`config.mk`:
```
export PLATFORM = sky130hd
export DESIGN_NAME = load_store_multi
export DESIGN_NICKNAME = d
export VERILOG_FILES = /design/src/rtl/load_store_pkg.sv /design/src/rtl/load_store_chan.sv /design/src/rtl/load_store_multi.sv
export SDC_FILE = /design/constraint.sdc
export NUM_CORES = 1
export LEC_CHECK = 0
export CAP_MARGIN = 20
export CORE_AREA = 2 2 141 143
export CTS_CLUSTER_DIAMETER = 40
export DETAILED_ROUTE_END_ITERATION = 6
export DIE_AREA = 0 0 143 145
export PLACE_DENSITY = 0.67
export SYNTH_ARGS = -nofsm -noshare
export SYNTH_HDL_FRONTEND = slang
export SYNTH_SLANG_ARGS = --single-unit
```
`constraint.sdc`:
```
create_clock -name clk -period 4.78 [get_ports clk]
set_input_delay 0.956 -clock clk [delete_from_list [all_inputs] [get_ports clk]]
set_output_delay 0.956 -clock clk [all_outputs]
set_load 0.05 [all_outputs]
```
`src/rtl/load_store_pkg.sv`:
```
// Shared state and mode encodings for the multi-channel fill/drain level counters.
package load_store_pkg;

  typedef enum logic [1:0] {FILL, HOLD, DRAIN} ls_state_t;

  localparam logic LS_TRI = 1'b0;
  localparam logic LS_SAW = 1'b1;

endpackage

```
`src/rtl/load_store_chan.sv`:
```
// One fill/drain channel: ramps vol between LO and HI, dwells at HI, then drains or reloads.
module load_store_chan
  import load_store_pkg::*;
#(
  parameter int CBITS    = 15,
  parameter int HI       = 25000,
  parameter int LO       = 0,
  parameter int STEP     = 1,
  parameter int HOLD_CYC = 0
) (
  input  logic             clk,
  input  logic             rst_n,
  input  logic             en,
  input  logic             mode,
  output logic             sig,
  output logic             filling,
  output logic [CBITS-1:0] vol
);

  localparam int HW = (HOLD_CYC > 0) ? $clog2(HOLD_CYC + 1) : 1;

  ls_state_t         state;
  logic [HW-1:0]     hcnt;
  logic [CBITS-1:0]  vol_up;
  logic [CBITS-1:0]  vol_dn;

  // One guard bit above CBITS so vol+STEP can never wrap before the clamp.
  function automatic logic [CBITS-1:0] sat_up(input logic [CBITS-1:0] v);
    logic [CBITS:0] s;
    s = {1'b0, v} + (CBITS+1)'(STEP);
    return (s >= (CBITS+1)'(HI)) ? CBITS'(HI) : s[CBITS-1:0];
  endfunction

  function automatic logic [CBITS-1:0] sat_dn(input logic [CBITS-1:0] v);
    logic signed [CBITS+1:0] d;
    d = $signed({2'b00, v}) - $signed((CBITS+2)'(STEP));
    return (d <= $signed((CBITS+2)'(LO))) ? CBITS'(LO) : d[CBITS-1:0];
  endfunction

  assign vol_up = sat_up(vol);
  assign vol_dn = sat_dn(vol);

  always_ff @(posedge clk) begin
    if (!rst_n) begin
      state <= FILL;
      vol   <= CBITS'(LO);
      hcnt  <= '0;
    end else if (en) begin
      case (state)
        FILL: begin
          vol <= vol_up;
          if (vol_up == CBITS'(HI)) begin
            state <= HOLD;
            hcnt  <= '0;
          end
        end
        HOLD: begin
          if (hcnt < HW'(HOLD_CYC)) begin
            hcnt <= hcnt + HW'(1);
          end else if (mode == LS_SAW) begin
            state <= FILL;
            vol   <= CBITS'(LO);
          end else begin
            state <= DRAIN;
          end
        end
        DRAIN: begin
          vol <= vol_dn;
          if (vol_dn == CBITS'(LO)) state <= FILL;
        end
        default: state <= FILL;
      endcase
    end
  end

  assign sig     = (state == HOLD);
  assign filling = (state == FILL);

endmodule

```
`src/rtl/load_store_multi.sv`:
```
// NCH independent fill/drain channels with aggregate any/all dwell flags.
module load_store_multi
  import load_store_pkg::*;
#(
  parameter int NCH      = 4,
  parameter int CBITS    = 15,
  parameter int HI       = 25000,
  parameter int LO       = 0,
  parameter int STEP     = 1,
  parameter int HOLD_CYC = 0
) (
  input  logic                 clk,
  input  logic                 rst_n,
  input  logic [NCH-1:0]       en,
  input  logic [NCH-1:0]       mode,
  output logic [NCH-1:0]       sig,
  output logic [NCH-1:0]       filling,
  output logic [NCH*CBITS-1:0] vol,
  output logic                 any_sig,
  output logic                 all_sig
);

  for (genvar i = 0; i < NCH; i++) begin : g_chan
    load_store_chan #(
      .CBITS   (CBITS),
      .HI      (HI),
      .LO      (LO),
      .STEP    (STEP),
      .HOLD_CYC(HOLD_CYC)
    ) u_chan (
      .clk    (clk),
      .rst_n  (rst_n),
      .en     (en[i]),
      .mode   (mode[i]),
      .sig    (sig[i]),
      .filling(filling[i]),
      .vol    (vol[i*CBITS +: CBITS])
    );
  end

  assign any_sig = |sig;
  assign all_sig = &sig;

endmodule

```
==> results of run 1 <==
==> routing by layer <==
layer	track usage [%]	up-vias	share of wire [%]
li1	-	4075	-
met1	32.2	3935	45
met2	34.7	427	45
met3	3.80	76	7.0
met4	8.96	0	3.1
met5	0	-	0
==> power by group through the flow <==
stage | Clock (W) | Sequential, W | Combinational [W]
4_1_cts | 0.000795 | 0.000620 | 0.000353
6_report | 0.000768 | 0.000621 | 0.000357
3_3_place_gp | 0 | 0.000632 | 0.000350
2_1_floorplan | 0 | 0.000646 | 0.000244
3_5_place_dp | 0 | 0.000632 | 0.000351
5_1_grt | 0.000814 | 0.000626 | 0.000388
==> cell usage after synthesis (11+ instances only) <==
| library cell | number |
|---|---|
| sky130_fd_sc_hd__nor2_1 | 83 |
| sky130_fd_sc_hd__or4_1 | 12 |
| sky130_fd_sc_hd__and3_1 | 16 |
| sky130_fd_sc_hd__a21oi_1 | 78 |
| sky130_fd_sc_hd__a31oi_1 | 30 |
| sky130_fd_sc_hd__xor2_1 | 14 |
| sky130_fd_sc_hd__nand2b_1 | 17 |
| sky130_fd_sc_hd__o21ai_1 | 22 |
| sky130_fd_sc_hd__nor4_1 | 25 |
| sky130_fd_sc_hd__clkbuf_1 | 64 |
| sky130_fd_sc_hd__ha_1 | 24 |
| sky130_fd_sc_hd__nand3_1 | 46 |
| sky130_fd_sc_hd__dfxtp_1 | 68 |
| sky130_fd_sc_hd__and2_1 | 11 |
| sky130_fd_sc_hd__buf_4 | 12 |
| sky130_fd_sc_hd__inv_1 | 39 |
| sky130_fd_sc_hd__buf_2 | 23 |
| sky130_fd_sc_hd__or3_1 | 22 |
| sky130_fd_sc_hd__nand2_1 | 87 |
| sky130_fd_sc_hd__nor3_1 | 48 |
| sky130_fd_sc_hd__o21ai_0 | 38 |
| sky130_fd_sc_hd__xnor2_1 | 23 |
| sky130_fd_sc_hd__a211oi_1 | 15 |
==> cells by family after synthesis <==
logic type / count (synthesis)
buffers and inverters: 146
and+or+nand+nor: 448
DFF: 68
AOI/OAI and AO/OA: 344
xor gates and xnor gates: 37
muxes: 12
adders and majority gates: 24
==> worst paths after layout <==
check,from,end,cells past startpoint
setup / recovery,g_chan[3].u_chan.vol[0]$_SDFFE_PN0P_,g_chan[3].u_chan.state[0]$_SDFFE_PN0P_,9
hold / removal,g_chan[3].u_chan.state[1]$_SDFFE_PN0P_,g_chan[3].u_chan.state[1]$_SDFFE_PN0P_,2
setup reg to reg,g_chan[3].u_chan.vol[0]$_SDFFE_PN0P_,g_chan[3].u_chan.state[0]$_SDFFE_PN0P_,9
hold reg to reg,g_chan[3].u_chan.state[1]$_SDFFE_PN0P_,g_chan[3].u_chan.state[1]$_SDFFE_PN0P_,2
==> through the flow <==
| stage | util, % | worst slack [ns] | instance area (um^2) | cells |
|---|---|---|---|---|
| CTS | 45.1 | 1.28 | 8660 | 1342 |
| floorplan | - | 1.48 | 7610 | 1079 |
| detailed placement | 43.3 | 1.31 | 8320 | 1326 |
| finish | 45.1 | 1.24 | 8660 | 1342 |
| global placement | 43.3 | 1.39 | 8320 | 1326 |
| global route | 45.1 | 0.859 | 8660 | 1342 |
==> registers in the layout, indices dropped and copies added (netlist names) <==
signal               flops
g_chan.u_chan.vol       60
g_chan.u_chan.state      8
==> layout make-up <==
| cell class | count | area, um^2 | share of cell area [%] |
|---|---|---|---|
| Multi-Input combinational cell | 865 | 5630 | 65.0 |
| Sequential cell | 68 | 1360 | 15.7 |
| Timing Repair Buffer | 86 | 838 | 9.68 |
| Tap cell | 265 | 332 | 3.83 |
| Clock buffer | 13 | 270 | 3.12 |
| Inverter | 42 | 158 | 1.82 |
| Clock inverter | 3 | 67.6 | 0.780 |
==> worst max-delay path: cells and delay by family, from the launching register on <==
kind | cells | cell delay (ns)
and+or+nand+nor | 3 | 0.85
AOI/OAI and AO/OA | 5 | 1.52
adders and majority gates | 1 | 0.43
DFF | 1 | 0.63
==> flow_summary.rst, run 1 <==
.. list-table::
   :header-rows: 1

   * - Metric
     - Value
   * - Worst-skew pair later-pin latency
     - 0.34 ns
   * - Leak Pwr
     - 2.88 nW
   * - Switching power as a share of total power
     - a little under a third
   * - Die width
     - between 100 and 150 um
   * - Relative contribution of sequential cells to total power
     - a little over a third
   * - Post-Synthesis Mean Instance Area
     - 7.05 um^2
   * - Final Skew
     - 0.00553 ns
   * - Effective utilization at floorplan
     - 39.6%
   * - Leading cell type in the layout, fill and taps excluded
     - sky130_fd_sc_hd__nand2_1
   * - Compound-gate portion of the synthesized area
     - between 30% and 40%
   * - Critical Path, Cell by Cell
     - ha_1 -> nand3_1 -> nor4_2 -> nor4b_1 -> a211oi_2 -> o21bai_1 -> a21oi_1 -> a31oi_1 -> o221a_2
   * - Number of H-tree branching levels
     - 3
   * - Data arrival time at the worst-slack endpoint
     - 3.76 ns
   * - Die Area
     - between 0.02 and 0.025 mm^2
   * - Number of buffers inserted during clock tree synthesis
     - 9
   * - Post-synthesis sequential element count
     - 68
   * - Weighted congestion reported at the end of routability-driven placement
     - 0.989
   * - Peak per-stage delay on the critical path
     - roughly 0.63 ns
   * - Syn Std Cell Area
     - 0.00761 mm^2
   * - Top-Level Pins
     - 80
   * - Register area share after synthesis
     - 17.9%
   * - Post-DP HPWL
     - 16800 um
   * - FP Rows
     - 51
   * - Synthesized instance count
     - 1079
   * - Overall track demand over capacity in global routing
     - 22.9%
   * - Layout cell share with drive strength beyond 1
     - 5.94%
   * - Fraction of the cycle the final worst path needs
     - 74.0%
   * - Synthesized-area fraction occupied by and/or/nand/nor cells
     - 31.9%
   * - Post-CTS Hold Buffers
     - 0
   * - Type of the most critical hold path
     - reg -> reg
   * - Clock Power Share
     - between 40% and 50%
   * - Clk sinks
     - 68
   * - Number of DRC violations after detailed routing
     - 0
   * - Power density over the cells
     - 202 mW/mm^2
   * - Setup-failing EPs final
     - 0
   * - Wire length per cell after detailed routing
     - 17.8 um
   * - Core footprint
     - 0.0192 mm^2
   * - Clock Tree Buf Depth
     - 2
   * - Slew margin rel.
     - 34.6%
   * - Final routed wirelength across all metal layers
     - 23900 um
   * - Buffer cell driving the clock tree root
     - sky130_fd_sc_hd__clkbuf_16
   * - Startpoint type of the worst setup path
     - flop
   * - Filler cell count in the final layout
     - 1940
   * - CTS tree
     - yes
   * - Drt first pass iters
     - 6
   * - Slew @ Worst Pin
     - ~1 ns
   * - Xor and xnor area share after synthesis
     - 4.26%
   * - Switching power
     - 0.000536 W
   * - Setup repair after global routing missed its margin
     - no
   * - Worst-case hold slack
     - 0.476 ns
   * - GRT Residual Overflow
     - 0
   * - Number of nets in the final layout
     - 1106
   * - Port-buffer cells
     - 79
   * - Maxcap violations
     - 0
   * - Resized cells post-CTS
     - 0
   * - Most frequent cells in the layout
     - 87 x sky130_fd_sc_hd__nand2_1, 83 x sky130_fd_sc_hd__nor2_1, 78 x sky130_fd_sc_hd__a21oi_1, 78 x sky130_fd_sc_hd__clkdlybuf4s50_1, 68 x sky130_fd_sc_hd__dfxtp_1
   * - Setup slack, reg-to-reg
     - between 1 and 1.5 ns
   * - Post-Synthesis Net Count
     - ~1100
   * - Main area contributors after synthesis
     - sky130_fd_sc_hd__dfxtp_1 18%, sky130_fd_sc_hd__a21oi_1 5.1%, sky130_fd_sc_hd__nand2_1 4.3%
   * - Count of yosys warnings during synthesis
     - 0
   * - Multiplexer share of the synthesized area
     - under 10%
   * - Post-CTS Setup Repair Bufs
     - 0
   * - Biggest fanout along the worst timing path
     - 14
   * - Pin count of the biggest net entering global routing
     - 33
   * - Result of the run
     - completed
   * - Fraction of power consumed by combinational cells
     - 20.5%
   * - Via total after detailed routing
     - around 8500
   * - Total Power Consumption
     - 0.00175 W
   * - Largest vdd supply drop
     - around 0.22 mV
   * - Max Clock Freq
     - between 200 and 300 MHz
   * - CP max-delay cell
     - sky130_fd_sc_hd__dfxtp_1
   * - Global-route wire length before repair
     - 39600 um
   * - Vias in the first global route
     - a little under 8000
   * - Number of design-rule violations left by the first detailed-router iteration
     - 974
   * - Crit end category
     - flop
   * - Routed vias/inst
     - 6.34
   * - Number of enable-type register cells in the synthesized netlist
     - 0
   * - Time the final worst path needs with I/O delays and setup
     - 3.54 ns
   * - Worst Path Required
     - approximately 5.0 ns
   * - Setup tns final
     - 0 ns
   * - Number of antenna violations at the first check in global routing
     - 0
   * - Largest family of logic cells by synthesized area
     - compound AO/OA/AOI/OAI gates
   * - Post-Synth Adder-Cell Area
     - 3.95%
   * - Floorplan die height
     - 145 um
   * - Post-synthesis cell type with the largest combined area
     - sky130_fd_sc_hd__dfxtp_1
   * - Clk pin slew, worst setup/hold paths
     - about 0.06 ns
   * - Diodes inserted
     - 0
   * - Final ANT Viol Nets
     - 0
   * - Max Transition Viols Final
     - 0
   * - Count of final hold-check violations
     - 0
   * - Setup Crit Path Kind
     - reg -> reg
   * - Main synth FF type
     - sky130_fd_sc_hd__dfxtp_1
   * - Area grow syn2layout
     - 13.8%
   * - Fraction of post-synthesis cell area in the top cell type by area
     - 17.9%
   * - Fraction of synthesis flops using an asynchronous set or reset pin
     - 0%
   * - Internal Pwr Total
     - 0.00121 W
   * - Count of different cell masters after synthesis
     - 96
No activity file was read; power rests on OpenSTA's default activity.
==> inputs of run 2 (changes only) <==
clock period = 3.4 ns   (was 4.78 ns; I/O delays follow)
==> run 2 against run 1 <==
Register-to-register slack worse by 1.0 ns. Final cell count up 4.8%. Total power up 49%. Final area up 6.1%. Combinational power up 52%. Largest cell class unchanged. Critical endpoint is now g_chan[3].u_chan.vol[3]$_SDFFE_PN0P_. Highest routed layer unchanged. Core utilization up 2.7 points. Clock skew up 0.0078 ns.
==> flow_summary.rst, run 2 (synthesized netlist as in run 1, its figures left out) <==
.. list-table::
   :header-rows: 1

   * - Metric
     - Value
   * - Result of the run
     - completed
   * - CTS tree
     - yes
   * - Worst-case setup margin in the final layout
     - 0.210 ns (-1.03 ns)
   * - Beginning of the critical path
     - g_chan[3].u_chan.vol[4]$_SDFFE_PN0P_
   * - Slew margin rel.
     - 37.4% (+2.8 points)
   * - Port-buffer cells
     - 79 (unchanged)
   * - Biggest fanout along the worst timing path
     - 15 (+1)
   * - Post-CTS Hold Buffers
     - 0 (unchanged)
   * - Final ANT Viol Nets
     - 0 (unchanged)
   * - Setup-failing EPs final
     - 0 (unchanged)
   * - Switching power as a share of total power
     - 30.3% (-0.35 points)
   * - Type of the most critical hold path
     - reg -> reg
   * - Count of final hold-check violations
     - 0 (unchanged)
   * - Biggest registers after layout
     - g_chan.u_chan.vol (60), g_chan.u_chan.state (8)
   * - Number of antenna violations at the first check in global routing
     - 0 (unchanged)
   * - Setup repair after global routing missed its margin
     - no
   * - Largest vdd supply drop
     - 0.255 mV (+16%)
   * - Slew @ Worst Pin
     - 0.936 ns (-0.0430 ns)
   * - Setup tns final
     - 0 ns (unchanged)
   * - Vias in the first global route
     - 7918 (+2.6%)
   * - Placed cell areas
     - 0.00881 mm^2 (+5.9%)
   * - Leading cell type in the layout, fill and taps excluded
     - sky130_fd_sc_hd__nand2_1
   * - Number of buffers inserted during clock tree synthesis
     - 9 (unchanged)
   * - Startpoint type of the worst setup path
     - flop
   * - Clock Power Share
     - 46.2% (+2.2 points)
   * - Max Transition Viols Final
     - 0 (unchanged)
   * - Fraction of the cycle the final worst path needs
     - 93.8% (+20 points)
   * - Number of nets in the final layout
     - 1170 (+5.8%)
   * - Clock Tree Buf Depth
     - 2 (unchanged)
   * - Drt first pass iters
     - 6 (unchanged)
   * - Setup Crit Path Kind
     - reg -> reg
   * - Fraction of the core area covered by cells at the end of the flow
     - 47.8% (+2.7 points)
   * - Fraction of power consumed by combinational cells
     - 20.8% (+0.3 points)
   * - Register with the most flip-flops
     - g_chan.u_chan.vol
   * - Die Area
     - 0.0207 mm^2 (unchanged)
   * - Effective utilization at floorplan
     - 39.6% (unchanged)
   * - Via total after detailed routing
     - 8883 (+4.3%)
   * - Max Clock Freq
     - 314 MHz (+11%)
   * - Cell count of the worst reg-to-reg path
     - 9 (unchanged)
   * - Clk sinks
     - 68 (unchanged)
   * - FP Rows
     - 51 (unchanged)
   * - Post-CTS Setup Repair Bufs
     - 0 (unchanged)
   * - Core footprint
     - 0.0192 mm^2 (unchanged)
   * - Area grow syn2layout
     - 20.7%
   * - Die width
     - 143 um (unchanged)
   * - Layout cell share with drive strength beyond 1
     - 11.4% (+5.5 points)
   * - Global-route wire length before repair
     - 41500 um (+4.7%)
   * - Worst-skew pair later-pin latency
     - 0.36 ns (+0.02 ns)
   * - Switching power
     - 0.000791 W (+48%)
   * - Data arrival time at the worst-slack endpoint
     - 3.42 ns (-0.34 ns)
   * - Pre-CTS setup slack
     - 0.292 ns (-1.02 ns)
   * - Pin count of the biggest net entering global routing
     - 24 (-27%)
   * - Setup slack, reg-to-reg
     - 0.21 ns (-1.03 ns)
   * - Relative contribution of sequential cells to total power
     - 33.0% (-2.6 points)
   * - Number of H-tree branching levels
     - 3 (unchanged)
   * - Worst Path Required
     - 3.63 ns (-1.38 ns)
   * - Final Skew
     - 0.0133 ns (+0.00776 ns)
   * - Worst r2r dst
     - g_chan[3].u_chan.vol[3]$_SDFFE_PN0P_
   * - CP Capture Point
     - g_chan[3].u_chan.vol[3]$_SDFFE_PN0P_
   * - Clk pin slew, worst setup/hold paths
     - 0.07 ns (about the same)
   * - Crit end category
     - flop
   * - Leak Pwr
     - 3.23 nW (+12%)
   * - Most frequent cells in the layout
     - 87 x sky130_fd_sc_hd__nand2_1, 83 x sky130_fd_sc_hd__nor2_1, 78 x sky130_fd_sc_hd__a21oi_1, 78 x sky130_fd_sc_hd__clkdlybuf4s50_1, 71 x sky130_fd_sc_hd__buf_4
   * - Wire length per cell after detailed routing
     - 18.3 um (+3.0%)
   * - Diodes inserted
     - 0 (unchanged)
   * - Buffer cell driving the clock tree root
     - sky130_fd_sc_hd__clkbuf_16
   * - GRT Residual Overflow
     - 0 (unchanged)
   * - Maxcap violations
     - 0 (unchanged)
   * - Time the final worst path needs with I/O delays and setup
     - 3.19 ns (-0.348 ns)
   * - Internal Pwr Total
     - 0.00182 W (+50%)
   * - Top-Level Pins
     - 80 (unchanged)
   * - Worst-case hold slack
     - 0.483 ns (+0.00637 ns)
   * - Post-DP HPWL
     - 18800 um (+12%)
   * - Number of design-rule violations left by the first detailed-router iteration
     - 1133 (+16%)
   * - Floorplan die height
     - 145 um (unchanged)
   * - Weighted congestion reported at the end of routability-driven placement
     - 0.945 (-4.5%)
   * - Filler cell count in the final layout
     - 1950 (+0.52%)
   * - Max reg flops
     - 60 (unchanged)
   * - Overall track demand over capacity in global routing
     - 24.3% (+1.4 points)
   * - Final routed wirelength across all metal layers
     - 25800 um (+7.9%)
   * - Non-Filler Cell Area, Final
     - 0.00919 mm^2 (+6.1%)
   * - Routed vias/inst
     - 6.32 (-0.40%)
   * - Number of DRC violations after detailed routing
     - 0 (unchanged)
   * - Origin of the critical flop-to-flop path
     - g_chan[3].u_chan.vol[4]$_SDFFE_PN0P_
   * - Power density over the cells
     - 284 mW/mm^2 (+41%)
## run 2: power groups by stage
stage                     registers [W]  clock network (W)  logic (W)
final                          0.000860            0.00120   0.000544
after global routing           0.000865            0.00124   0.000592
after CTS                      0.000859            0.00122   0.000535
after detailed placement       0.000877                  0   0.000532
after global placement         0.000875                  0   0.000531
after floorplan                0.000908                  0   0.000343
## run 2: worst min-delay path by stage
stage	start	end	slack [ns]	cells past startpoint
3_3_place_gp	g_chan[1].u_chan.state[1]$_SDFFE_PN0P_	g_chan[1].u_chan.state[1]$_SDFFE_PN0P_	0.47	2
6_report	g_chan[1].u_chan.state[1]$_SDFFE_PN0P_	g_chan[1].u_chan.state[1]$_SDFFE_PN0P_	0.48	2
2_1_floorplan	g_chan[0].u_chan.state[1]$_SDFFE_PN0P_	g_chan[0].u_chan.state[1]$_SDFFE_PN0P_	0.45	2
5_1_grt	g_chan[1].u_chan.state[1]$_SDFFE_PN0P_	g_chan[1].u_chan.state[1]$_SDFFE_PN0P_	0.50	2
3_5_place_dp	g_chan[3].u_chan.state[1]$_SDFFE_PN0P_	g_chan[3].u_chan.state[1]$_SDFFE_PN0P_	0.47	2
4_1_cts	g_chan[3].u_chan.state[1]$_SDFFE_PN0P_	g_chan[3].u_chan.state[1]$_SDFFE_PN0P_	0.48	2
## run 2: final cells by class
type	count	area (um^2)	area share, %
Multi-Input combinational cell	865	5650	61.5
Sequential cell	68	1360	14.8
Timing Repair Buffer	150	1320	14.4
Tap cell	265	332	3.61
Clock buffer	13	280	3.05
Inverter	42	158	1.72
Clock inverter	3	90.1	0.981
## run 2: repair_timing
action	CTS	global route
setup endpoints to repair	0	1
resized for setup	0	1
hold endpoints to repair	0	0
## run 2: metal layers
metal / global-route usage (%) / routed length (um) / up-vias
met5: 0 / 0 / -
met4: 10.3 / 740 / 0
met3: 3.96 / 1970 / 65
met2: 36.5 / 11500 / 465
met1: 34.2 / 11500 / 4147
li1: - / - / 4206
## run 2: worst max-delay path: stages, from the launching register on
cell	delay (ns)
sky130_fd_sc_hd__dfxtp_1	0.70
sky130_fd_sc_hd__nand2_1	0.33
sky130_fd_sc_hd__nor3_1	0.57
sky130_fd_sc_hd__nand2_1	0.14
sky130_fd_sc_hd__o21ai_1	0.26
sky130_fd_sc_hd__o21bai_1	0.23
sky130_fd_sc_hd__a21oi_1	0.37
sky130_fd_sc_hd__buf_4	0.18
sky130_fd_sc_hd__o2111a_1	0.20
sky130_fd_sc_hd__o32ai_1	0.10
## run 2: per-stage QoR
| stage | std cells | power [W] |
|---|---|---|
| 2_1_floorplan | 1079 | 0.00125 |
| 3_3_place_gp | 1390 | 0.00141 |
| 3_5_place_dp | 1390 | 0.00141 |
| 4_1_cts | 1406 | 0.00261 |
| 5_1_grt | 1406 | 0.00270 |
| 6_report | 1406 | 0.00261 |
